==> config.mk <==
export PLATFORM = sky130hd
export DESIGN_NAME = opsum_collector
export DESIGN_NICKNAME = d
export VERILOG_FILES = /design/src/rtl/opsum_collector.sv
export SDC_FILE = /design/constraint.sdc
export NUM_CORES = 1
export LEC_CHECK = 0
export ABC_AREA = 1
export CELL_PAD_IN_SITES_DETAIL_PLACEMENT = 1
export CELL_PAD_IN_SITES_GLOBAL_PLACEMENT = 1
export CORE_ASPECT_RATIO = 0.7
export CORE_MARGIN = 3
export CORE_UTILIZATION = 40
export CTS_CLUSTER_SIZE = 12
export DETAILED_ROUTE_END_ITERATION = 7
export GPL_TIMING_DRIVEN = 0
export MAX_ROUTING_LAYER = met4
export PLACE_DENSITY_LB_ADDON = 0.1
export SETUP_SLACK_MARGIN = 0.05
export SYNTH_ARGS = -nofsm -noshare
export SYNTH_HDL_FRONTEND = slang
export SYNTH_SLANG_ARGS = --single-unit
export TNS_END_PERCENT = 10
==> constraint.sdc <==
create_clock -name clk -period 3.2 [get_ports clk]
set_input_delay 0.64 -clock clk [delete_from_list [all_inputs] [get_ports clk]]
set_output_delay 0.64 -clock clk [all_outputs]
set_load 0.005 [all_outputs]
==> src/rtl/opsum_collector.sv <==
// Output-psum collector: issues (row,col) tags to the GON tag FIFO, drains GON words into the GLB.
// Optional build macro OPSUM_COLLECTOR_RELU_EN clamps negative signed 16-bit lanes to zero on capture.
module opsum_collector #(
    parameter int DATA_WIDTH_PSUM    = 64,
    parameter int ROW_TAG_WIDTH_PSUM = 4,
    parameter int COL_TAG_WIDTH_PSUM = 4,
    parameter int ADDR_WIDTH         = 12,
    parameter int PASS_WIDTH         = 8
) (
    input  logic                          clk,
    input  logic                          reset,
    input  logic                          start,
    input  logic [ROW_TAG_WIDTH_PSUM-1:0] num_rows,
    input  logic [COL_TAG_WIDTH_PSUM-1:0] num_cols,
    input  logic [PASS_WIDTH-1:0]         num_passes,
    input  logic [ADDR_WIDTH-1:0]         base_addr,
    output logic [ROW_TAG_WIDTH_PSUM-1:0] opsum_row_tag,
    output logic [COL_TAG_WIDTH_PSUM-1:0] opsum_col_tag,
    output logic                          opsum_tags_wr_en,
    input  logic                          opsum_tags_full,
    input  logic [DATA_WIDTH_PSUM-1:0]    opsum_from_gon,
    input  logic                          opsum_gon_fifo_empty,
    output logic                          pop_opsum_from_gon,
    output logic                          glb_wr_en,
    output logic [ADDR_WIDTH-1:0]         glb_addr,
    output logic [DATA_WIDTH_PSUM-1:0]    glb_wdata,
    input  logic                          glb_ready,
    output logic                          busy,
    output logic                          done
);
    localparam int TOT_W = ROW_TAG_WIDTH_PSUM + COL_TAG_WIDTH_PSUM + PASS_WIDTH;
    localparam logic [ROW_TAG_WIDTH_PSUM-1:0] ROW_ONE = 1;
    localparam logic [COL_TAG_WIDTH_PSUM-1:0] COL_ONE = 1;
    localparam logic [TOT_W-1:0]              TOT_ONE = 1;

    typedef enum logic [1:0] {IDLE, RUN, DONE} state_t;

    state_t                          state_q, state_d;
    logic [ROW_TAG_WIDTH_PSUM-1:0]   rows_q, rows_d, row_cnt_q, row_cnt_d;
    logic [COL_TAG_WIDTH_PSUM-1:0]   cols_q, cols_d, col_cnt_q, col_cnt_d;
    logic [ADDR_WIDTH-1:0]           base_q, base_d;
    logic [TOT_W-1:0]                total_q, total_d;
    logic [TOT_W-1:0]                tag_cnt_q, tag_cnt_d;
    logic [TOT_W-1:0]                pop_cnt_q, pop_cnt_d;
    logic [TOT_W-1:0]                acc_cnt_q, acc_cnt_d;
    logic                            out_vld_q, out_vld_d;
    logic [DATA_WIDTH_PSUM-1:0]      out_data_q, out_data_d;
    logic                            tag_en, pop_en, accept;
    logic [DATA_WIDTH_PSUM-1:0]      capture_word;

`ifdef OPSUM_COLLECTOR_RELU_EN
    function automatic logic [DATA_WIDTH_PSUM-1:0] relu_lanes(input logic [DATA_WIDTH_PSUM-1:0] w);
        logic [DATA_WIDTH_PSUM-1:0] r;
        r = w;
        for (int i = 0; i < DATA_WIDTH_PSUM / 16; i++) begin
            if (w[16*i+15]) r[16*i +: 16] = '0;
        end
        return r;
    endfunction
    assign capture_word = relu_lanes(opsum_from_gon);
`else
    assign capture_word = opsum_from_gon;
`endif

    always_comb begin
        state_d    = state_q;
        rows_d     = rows_q;
        cols_d     = cols_q;
        base_d     = base_q;
        total_d    = total_q;
        row_cnt_d  = row_cnt_q;
        col_cnt_d  = col_cnt_q;
        tag_cnt_d  = tag_cnt_q;
        pop_cnt_d  = pop_cnt_q;
        acc_cnt_d  = acc_cnt_q;
        out_vld_d  = out_vld_q;
        out_data_d = out_data_q;

        // Tag issue and data drain are independent; the tags may run ahead of the data.
        tag_en = (state_q == RUN) && (tag_cnt_q != total_q) && !opsum_tags_full;
        accept = out_vld_q && glb_ready;
        pop_en = (state_q == RUN) && !opsum_gon_fifo_empty && (!out_vld_q || glb_ready)
                 && (pop_cnt_q != total_q);

        case (state_q)
            IDLE: begin
                if (start) begin
                    rows_d    = num_rows;
                    cols_d    = num_cols;
                    base_d    = base_addr;
                    total_d   = TOT_W'(num_rows) * TOT_W'(num_cols) * TOT_W'(num_passes);
                    row_cnt_d = '0;
                    col_cnt_d = '0;
                    tag_cnt_d = '0;
                    pop_cnt_d = '0;
                    acc_cnt_d = '0;
                    out_vld_d = 1'b0;
                    if (num_rows == '0 || num_cols == '0 || num_passes == '0) state_d = DONE;
                    else state_d = RUN;
                end
            end
            RUN: begin
                if (tag_en) begin
                    tag_cnt_d = tag_cnt_q + TOT_ONE;
                    if (col_cnt_q == cols_q - COL_ONE) begin
                        col_cnt_d = '0;
                        row_cnt_d = (row_cnt_q == rows_q - ROW_ONE) ? '0 : row_cnt_q + ROW_ONE;
                    end else begin
                        col_cnt_d = col_cnt_q + COL_ONE;
                    end
                end
                if (accept) begin
                    acc_cnt_d = acc_cnt_q + TOT_ONE;
                    out_vld_d = 1'b0;
                    if (acc_cnt_q == total_q - TOT_ONE) state_d = DONE;
                end
                if (pop_en) begin
                    pop_cnt_d  = pop_cnt_q + TOT_ONE;
                    out_vld_d  = 1'b1;
                    out_data_d = capture_word;
                end
            end
            DONE:    state_d = IDLE;
            default: state_d = IDLE;
        endcase
    end

    always_ff @(posedge clk or negedge reset) begin
        if (!reset) begin
            state_q    <= IDLE;
            rows_q     <= '0;
            cols_q     <= '0;
            base_q     <= '0;
            total_q    <= '0;
            row_cnt_q  <= '0;
            col_cnt_q  <= '0;
            tag_cnt_q  <= '0;
            pop_cnt_q  <= '0;
            acc_cnt_q  <= '0;
            out_vld_q  <= 1'b0;
            out_data_q <= '0;
        end else begin
            state_q    <= state_d;
            rows_q     <= rows_d;
            cols_q     <= cols_d;
            base_q     <= base_d;
            total_q    <= total_d;
            row_cnt_q  <= row_cnt_d;
            col_cnt_q  <= col_cnt_d;
            tag_cnt_q  <= tag_cnt_d;
            pop_cnt_q  <= pop_cnt_d;
            acc_cnt_q  <= acc_cnt_d;
            out_vld_q  <= out_vld_d;
            out_data_q <= out_data_d;
        end
    end

    assign opsum_row_tag      = row_cnt_q;
    assign opsum_col_tag      = col_cnt_q;
    assign opsum_tags_wr_en   = tag_en;
    assign pop_opsum_from_gon = pop_en;
    assign glb_wr_en          = out_vld_q;
    assign glb_wdata          = out_data_q;
    // Address offset wraps naturally at the address width.
    assign glb_addr           = base_q + ADDR_WIDTH'(acc_cnt_q);
    assign busy               = (state_q == RUN) || (state_q == DONE);
    assign done               = (state_q == DONE);
endmodule

==> results.yml, run 1 <==
outcome:
  status: "finished with violations"
  violations: "negative setup slack"
setup_path:
  rrSetupSlack_ns: 0.66
  cp-endpoint: "total_q[15]"
  r2r_end: "acc_cnt_q[12]"
  startpoint: "num_rows[0]"
  end_kind: "flip-flop"
  worstPathRequired_ns: 3.55
  crit_type: "in2reg"
  cp-start-kind: "primary input"
  path_max_fanout: 5
  r2r_cells: 8
  r2r-start: "state_q[1]"
  worstPathArrival_ns: 6.04
detailed_routing:
  antenna_left: 0
  vias_per_cell: 5.06
  drc: 0
  drt_iter0_drc: 584
  routed_wl_mm: 36.7
  detail_route.wl_per_cell_um: 17.5
  dr_total_vias: 10600
  first_pass_iters: 5
placement:
  gp_congestion: 0.895
  pre_cts_slack_ns: -3.98
  dpl.hpwl_mm: 28.1
  dp.cells: 2045
  numPortBuffers: 186
  placed_area_um2: 13900
logic_synthesis:
  synth_warnings: 0
  syn_avg_cell_area_um2: 7.66
  synth_flop_cell: "dfrtp_1"
  synthDistinctLibCells: 47
  ys_ff_latch: 159
  synth_edf_count: 0
  syn_area_um2: 11400
  synthArstFlopShare_pct: 100
  syn-num-nets: 1696
  syn-instance-count: 1487
  ys_seq_area_share_pct: 34.9
layout:
  syn2layout_area_growth_pct: 32.2
  layout-drive-gt1-share_pct: 12.6
  num-fill-cells: 3434
  nets: 1919
  fin_util_pct: 53.9
  multi_input_area_um2: 6970
  regArea_um2: 3980
  post-route-cell-area_um2: 15100
  stdcell_count: 2094
  antenna_cells: 0
  final_cell_mix: "nand2_1 (458), inv_1 (180), clkdlybuf4s50_1 (174)"
  final_common_cell: "nand2_1"
run:
  drv_cap: 0
grt:
  grt_max_degree: 83
  grt_pass1_vias: 11400
  grt.total_usage_pct: 25.2
  antenna_found_initial: 0
  grt-ovfl-total: 0
  grt_pass1_wl_mm: 60.1
die:
  io_pins: 187
  die_h_um: 147
  die_w_um: 208
  rows: 51
  coreArea_um2: 27900
  start_util_pct: 40.8
  dieArea_um2: 30600
timing:
  clock_skew_ns: 0.0130
  fin_setup_tns_ns: -26.62
  drv_slew: 0
  rsz0062_at_grt: "yes"
  setup_viol: 15
  max_freq_ghz: 0.176
  slew_headroom_pct: 55.1
  hold_viol_final: 0
  period_share_pct: 178
  setup_ws_ns: -2.49
  fin_crit_ns: 5.69
  tightest_slew_ns: 0.674
power:
  cellPowerDensity_nw_per_um2: 893
  p_leak_uw: 0.00738
  ir_drop_mv: 0.542
clock_network:
  clockRootBuffer: "clkbuf_16"
  clock_latency_ns: 0.45
  cts_tree: "done"
  cts_hold_buf: 0
  cts.sinks: 159
  clockBufferDepth: 2
  cts_buffers: 17
  clkTransAtPathRegs_ns: 0.07
  htree_levels: 4
min_path:
  min_path_type: "in2async"
-- routing by layer --
metal / part of all wire, % / wire [um] / track usage, %
met1: 48 / 17500 / 34.3
met2: 47 / 17200 / 39.9
met3: 4.7 / 1710 / 4.80
met4: 0.92 / 337 / 4.41
met5: 0 / 0 / -
-- synth_stat cells (5+ instances only) --
| cell | count | share of area, % |
|---|---|---|
| nand3_1 | 59 | 2.6 |
| a21oi_1 | 38 | 1.7 |
| o21ai_0 | 61 | 2.7 |
| xnor2_1 | 36 | 2.8 |
| o31ai_1 | 20 | 1.3 |
| inv_2 | 5 | 0.16 |
| fa_1 | 41 | 7.2 |
| nand2_2 | 7 | 0.38 |
| nor3_1 | 17 | 0.75 |
| nor2_1 | 120 | 4.0 |
| xor2_1 | 57 | 4.4 |
| nor4_1 | 7 | 0.38 |
| clkbuf_1 | 16 | 0.53 |
| dfrtp_1 | 159 | 35 |
| inv_1 | 189 | 6.2 |
| ha_1 | 70 | 7.7 |
| nand2_1 | 470 | 15 |
| buf_2 | 29 | 1.3 |
| nand4_1 | 26 | 1.4 |
-- logic make-up after synthesis --
logic type / synth area share [%]
compound gates: 7.30
xor+xnor: 7.15
fa+ha+maj: 14.9
buf+inv: 8.69
flops: 34.9
simple gates: 27.1
-- metrics by stage --
step | hold slack (ns) | total power, uW
6_report | 0.117 | 13500
3_5_place_dp | 0.464 | 10500
5_1_grt | 0.169 | 14600
4_1_cts | 0.157 | 13300
2_1_floorplan | 0.344 | 7620
3_3_place_gp | 0.462 | 10200
-- area by class of cell --
class	count	share of cell area (%)
buffer	52	1.79
clock buffer	17	2.82
clock inverter	15	1.00
inverter	195	4.91
multi-input combinational	1081	46.3
sequential	159	26.4
tap	371	3.08
timing repair buffer	204	13.7
-- worst min path at each step --
stage	start	to	slack [ns]	depth (start not counted)
6_report	reset	base_q[9]	0.12	1
5_1_grt	reset	base_q[8]	0.17	1
4_1_cts	reset	base_q[9]	0.16	1
3_5_place_dp	glb_wdata[52]	glb_wdata[52]	0.46	2
3_3_place_gp	glb_wdata[52]	glb_wdata[52]	0.46	2
2_1_floorplan	reset	acc_cnt_q[0]	0.34	0
-- state kept, by name (all words and copies together) (netlist names) --
name           cells
opsum_col_tag      4
rows_q             4
glb_wr_en          1
tag_cnt_q         16
state_q            2
pop_cnt_q         16
cols_q             4
acc_cnt_q         16
total_q           16
opsum_row_tag      4
glb_wdata         64
base_q            12
-- worst max-delay path, stage by stage --
cell	delay (ns)
buf_12	0.08
nand2_4	0.05
fa_1	0.52
inv_1	0.05
fa_1	0.48
buf_6	0.14
ha_4	0.21
nand3_4	0.07
nand3_4	0.10
nand2_2	0.10
nand2_2	0.06
a21oi_4	0.19
xor2_4	0.19
nor2_2	0.06
fa_1	0.55
fa_1	0.44
fa_1	0.51
inv_1	0.05
fa_1	0.50
inv_2	0.05
ha_4	0.32
nand2_4	0.08
o21ai_2	0.17
nand2_1	0.08
nand3_2	0.10
nor2_2	0.04
o31ai_1	0.21
-- repair_timing --
item | in CTS | in global routing
setup buffers | 15 | 2
pin swaps | 41 | 25
endpoints found under the setup margin | 22 | 21
gates resized for setup | 124 | 33
-- report_power, final --
part	switching, uW	total, uW	internal [uW]
logic	4710	8280	3560
registers	465	3120	2660
clock network	963	2060	1090
total	6140	13500	7320
No activity file was read; power rests on OpenSTA's default activity.
==> inputs of run 2 (changes only) <==
Settings changed: ABC_AREA 1 to default, CORE_UTILIZATION 40 to 42.
==> results.yml, run 2 <==
outcome:
  status: "finished with violations"
  violations: "negative setup slack"
setup_path:
  worstPathRequired_ns: 3.50
  slowest_stage: "fa_1"
  cp-start-kind: "primary input"
  path_max_fanout: 4
  r2r_end: "tag_cnt_q[14]"
  r2r-start: "state_q[0]"
  end_kind: "flip-flop"
  rrSetupSlack_ns: 0.04
  crit_type: "in2reg"
  r2r_cells: 9
  max_stage_delay_ns: 0.54
  worstPathArrival_ns: 6.39
  crit_top_cell: "fa_1"
logic_synthesis:
  yosysMostFrequentCell: "dfrtp_1"
  synth_common_cells: "dfrtp_1 (159), mux2_2 (91), inv_1 (88)"
  ys_ff_latch: 159
  synthDistinctLibCells: 64
  synth_top_cell_by_area: "dfrtp_1"
  synth_warnings: 0
  synth_flop_cell: "dfrtp_1"
  syn_area_um2: 11000
  syn-num-nets: 1288
  syn_avg_cell_area_um2: 10.2
  synth_edf_count: 0
  syn-instance-count: 1079
  synthArstFlopShare_pct: 100
  yosys-top-cells-area: "dfrtp_1 (36%), mux2_2 (9.3%), ha_1 (8.0%)"
  ys_seq_area_share_pct: 36.3
  yosys.area.top_type_share_pct: 36.3
grt:
  grt_pass1_vias: 9727
  grt-busiest-layer: "met2"
  antenna_found_initial: 0
  grt-ovfl-total: 0
  grt.total_usage_pct: 24.7
  met1_usage_pct: 34.5
  grt_pass1_wl_mm: 53.2
  grt_max_degree: 113
  grtUsageMet3_pct: 4.78
  grtUsageMet2_pct: 37.7
clock_network:
  cts_hold_buf: 0
  clock_latency_ns: 0.44
  htree_levels: 4
  cts.sinks: 159
  clockBufferDepth: 2
  clockRootBuffer: "clkbuf_16"
  clkTransAtPathRegs_ns: 0.06
  cts_tree: "done"
  cts_buffers: 17
detailed_routing:
  vias_per_cell: 5.39
  dr_total_vias: 8832
  drt_iter0_drc: 441
  detail_route.wl_per_cell_um: 19.8
  routed_wl_mm: 32.5
  drc: 0
  antenna_left: 0
  first_pass_iters: 4
die:
  die_h_um: 141
  rows: 48
  die_w_um: 199
  coreArea_um2: 25200
  io_pins: 187
  start_util_pct: 43.6
  dieArea_um2: 28100
timing:
  hold_viol_final: 0
  slew_headroom_pct: 44.9
  setup_ws_ns: -2.89
  whs_ns: 0.0880
  drv_slew: 0
  tightest_slew_ns: 0.815
  clock_skew_ns: 0.00774
  fin_setup_tns_ns: -30.46
  period_share_pct: 190
  setup_viol: 18
  fin_crit_ns: 6.09
  max_freq_ghz: 0.164
  rsz0062_at_grt: "yes"
power:
  cellPowerDensity_nw_per_um2: 622
  p_leak_uw: 0.00640
  ir_drop_mv: 0.448
layout:
  largest_register_ff_count: 64
  layout-drive-gt1-share_pct: 18.1
  syn2layout_area_growth_pct: 30.9
  final_common_cell: "clkdlybuf4s50_1"
  final_cell_mix: "clkdlybuf4s50_1 (173), dfrtp_1 (156), mux2_2 (91)"
  antenna_cells: 0
  nets: 1510
  num-fill-cells: 2759
run:
  drv_cap: 0
placement:
  dpl.hpwl_mm: 24.3
  gp_congestion: 0.843
  numPortBuffers: 186
  pre_cts_slack_ns: -4.29
min_path:
  min_path_type: "in2async"
-- run 2: changes by cell type in the layout (fill, tap and decap cells not counted), moves of 15 or more --
| cell | change |
|---|---|
| and2_1 | +51 |
| o21ai_0 | -21 |
| and3_1 | +19 |
| xnor2_1 | +37 |
| nor2_1 | -47 |
| nand2_1 | -399 |
| inv_1 | -97 |
| nor2b_1 | +15 |
| nand3_1 | -18 |
| mux2_2 | +91 |
-- run 2: how the worst max path moves through the flow --
stage                      startpoint          endpoint  slack [ns]  cells after the start
after CTS                 num_cols[1]       total_q[14]       -2.92                     25
final                     num_cols[1]       total_q[15]       -2.89                     26
after global routing      num_rows[1]       total_q[14]       -3.19                     26
after global placement          reset  opsum_row_tag[0]       -5.38                      1
after detailed placement  num_rows[0]       total_q[14]       -4.29                     25
after floorplan           num_rows[0]       total_q[14]       -3.04                     24
-- run 2: worst max-delay path: cells and delay by family --
kind	cells	cell delay (ns)
AOI/OAI and AO/OA	8	1.44
xor gates and xnor gates	2	0.28
and+or+nand+nor	2	0.20
buffers and inverters	6	0.32
adders and majority gates	8	3.51
-- run 2: final cells by class --
class | count | area [um^2] | share of cell area (%)
multi-input cells | 782 | 6770 | 47.1
flip-flops and latches | 159 | 3980 | 27.8
repair buffers | 204 | 2050 | 14.3
clock buffers | 27 | 513 | 3.57
well taps | 325 | 407 | 2.83
inverters | 88 | 330 | 2.30
plain buffers | 49 | 254 | 1.77
clock inverters | 4 | 51.3 | 0.357
-- run 2: repair_timing --
item | 4_1_cts | 5_1_grt
resized for setup | 108 | 25
hold endpoints to repair | 0 | 0
pin swaps | 36 | 18
buffers inserted | 14 | 3
endpoints found under the setup margin | 32 | 46
-- run 2: logic make-up after synthesis --
group / share of synthesized area, %
AOI/OAI and AO/OA: 7.98
buffers and inverters: 5.03
and+or+nand+nor: 16.0
adders and majority gates: 15.5
DFF: 36.3
muxes: 10.0
xor gates and xnor gates: 9.26
-- run 2: report_power, final --
part	switching [uW]	internal (uW)	total, uW
sequential	269	2370	2640
clock	843	1170	2010
combinational	1960	2310	4270
total	3080	5850	8930
-- run 2: metal layers --
layer	wire length, um	vias to the layer above
li1	-	4105
met1	15600	4513
met2	14900	183
met3	1560	31
met4	375	0
met5	0	-
-- run 2: per-stage QoR --
| step | instance area (um^2) | power [uW] | instances | utilization [%] |
|---|---|---|---|---|
| floorplan | 11100 | 4950 | 1079 | - |
| global placement | 13300 | 6320 | 1590 | 53.0 |
| detailed placement | 13400 | 6470 | 1591 | 53.1 |
| CTS | 14300 | 8910 | 1635 | 56.7 |
| global route | 14400 | 9620 | 1638 | 57.0 |
| finish | 14400 | 8930 | 1638 | 57.0 |
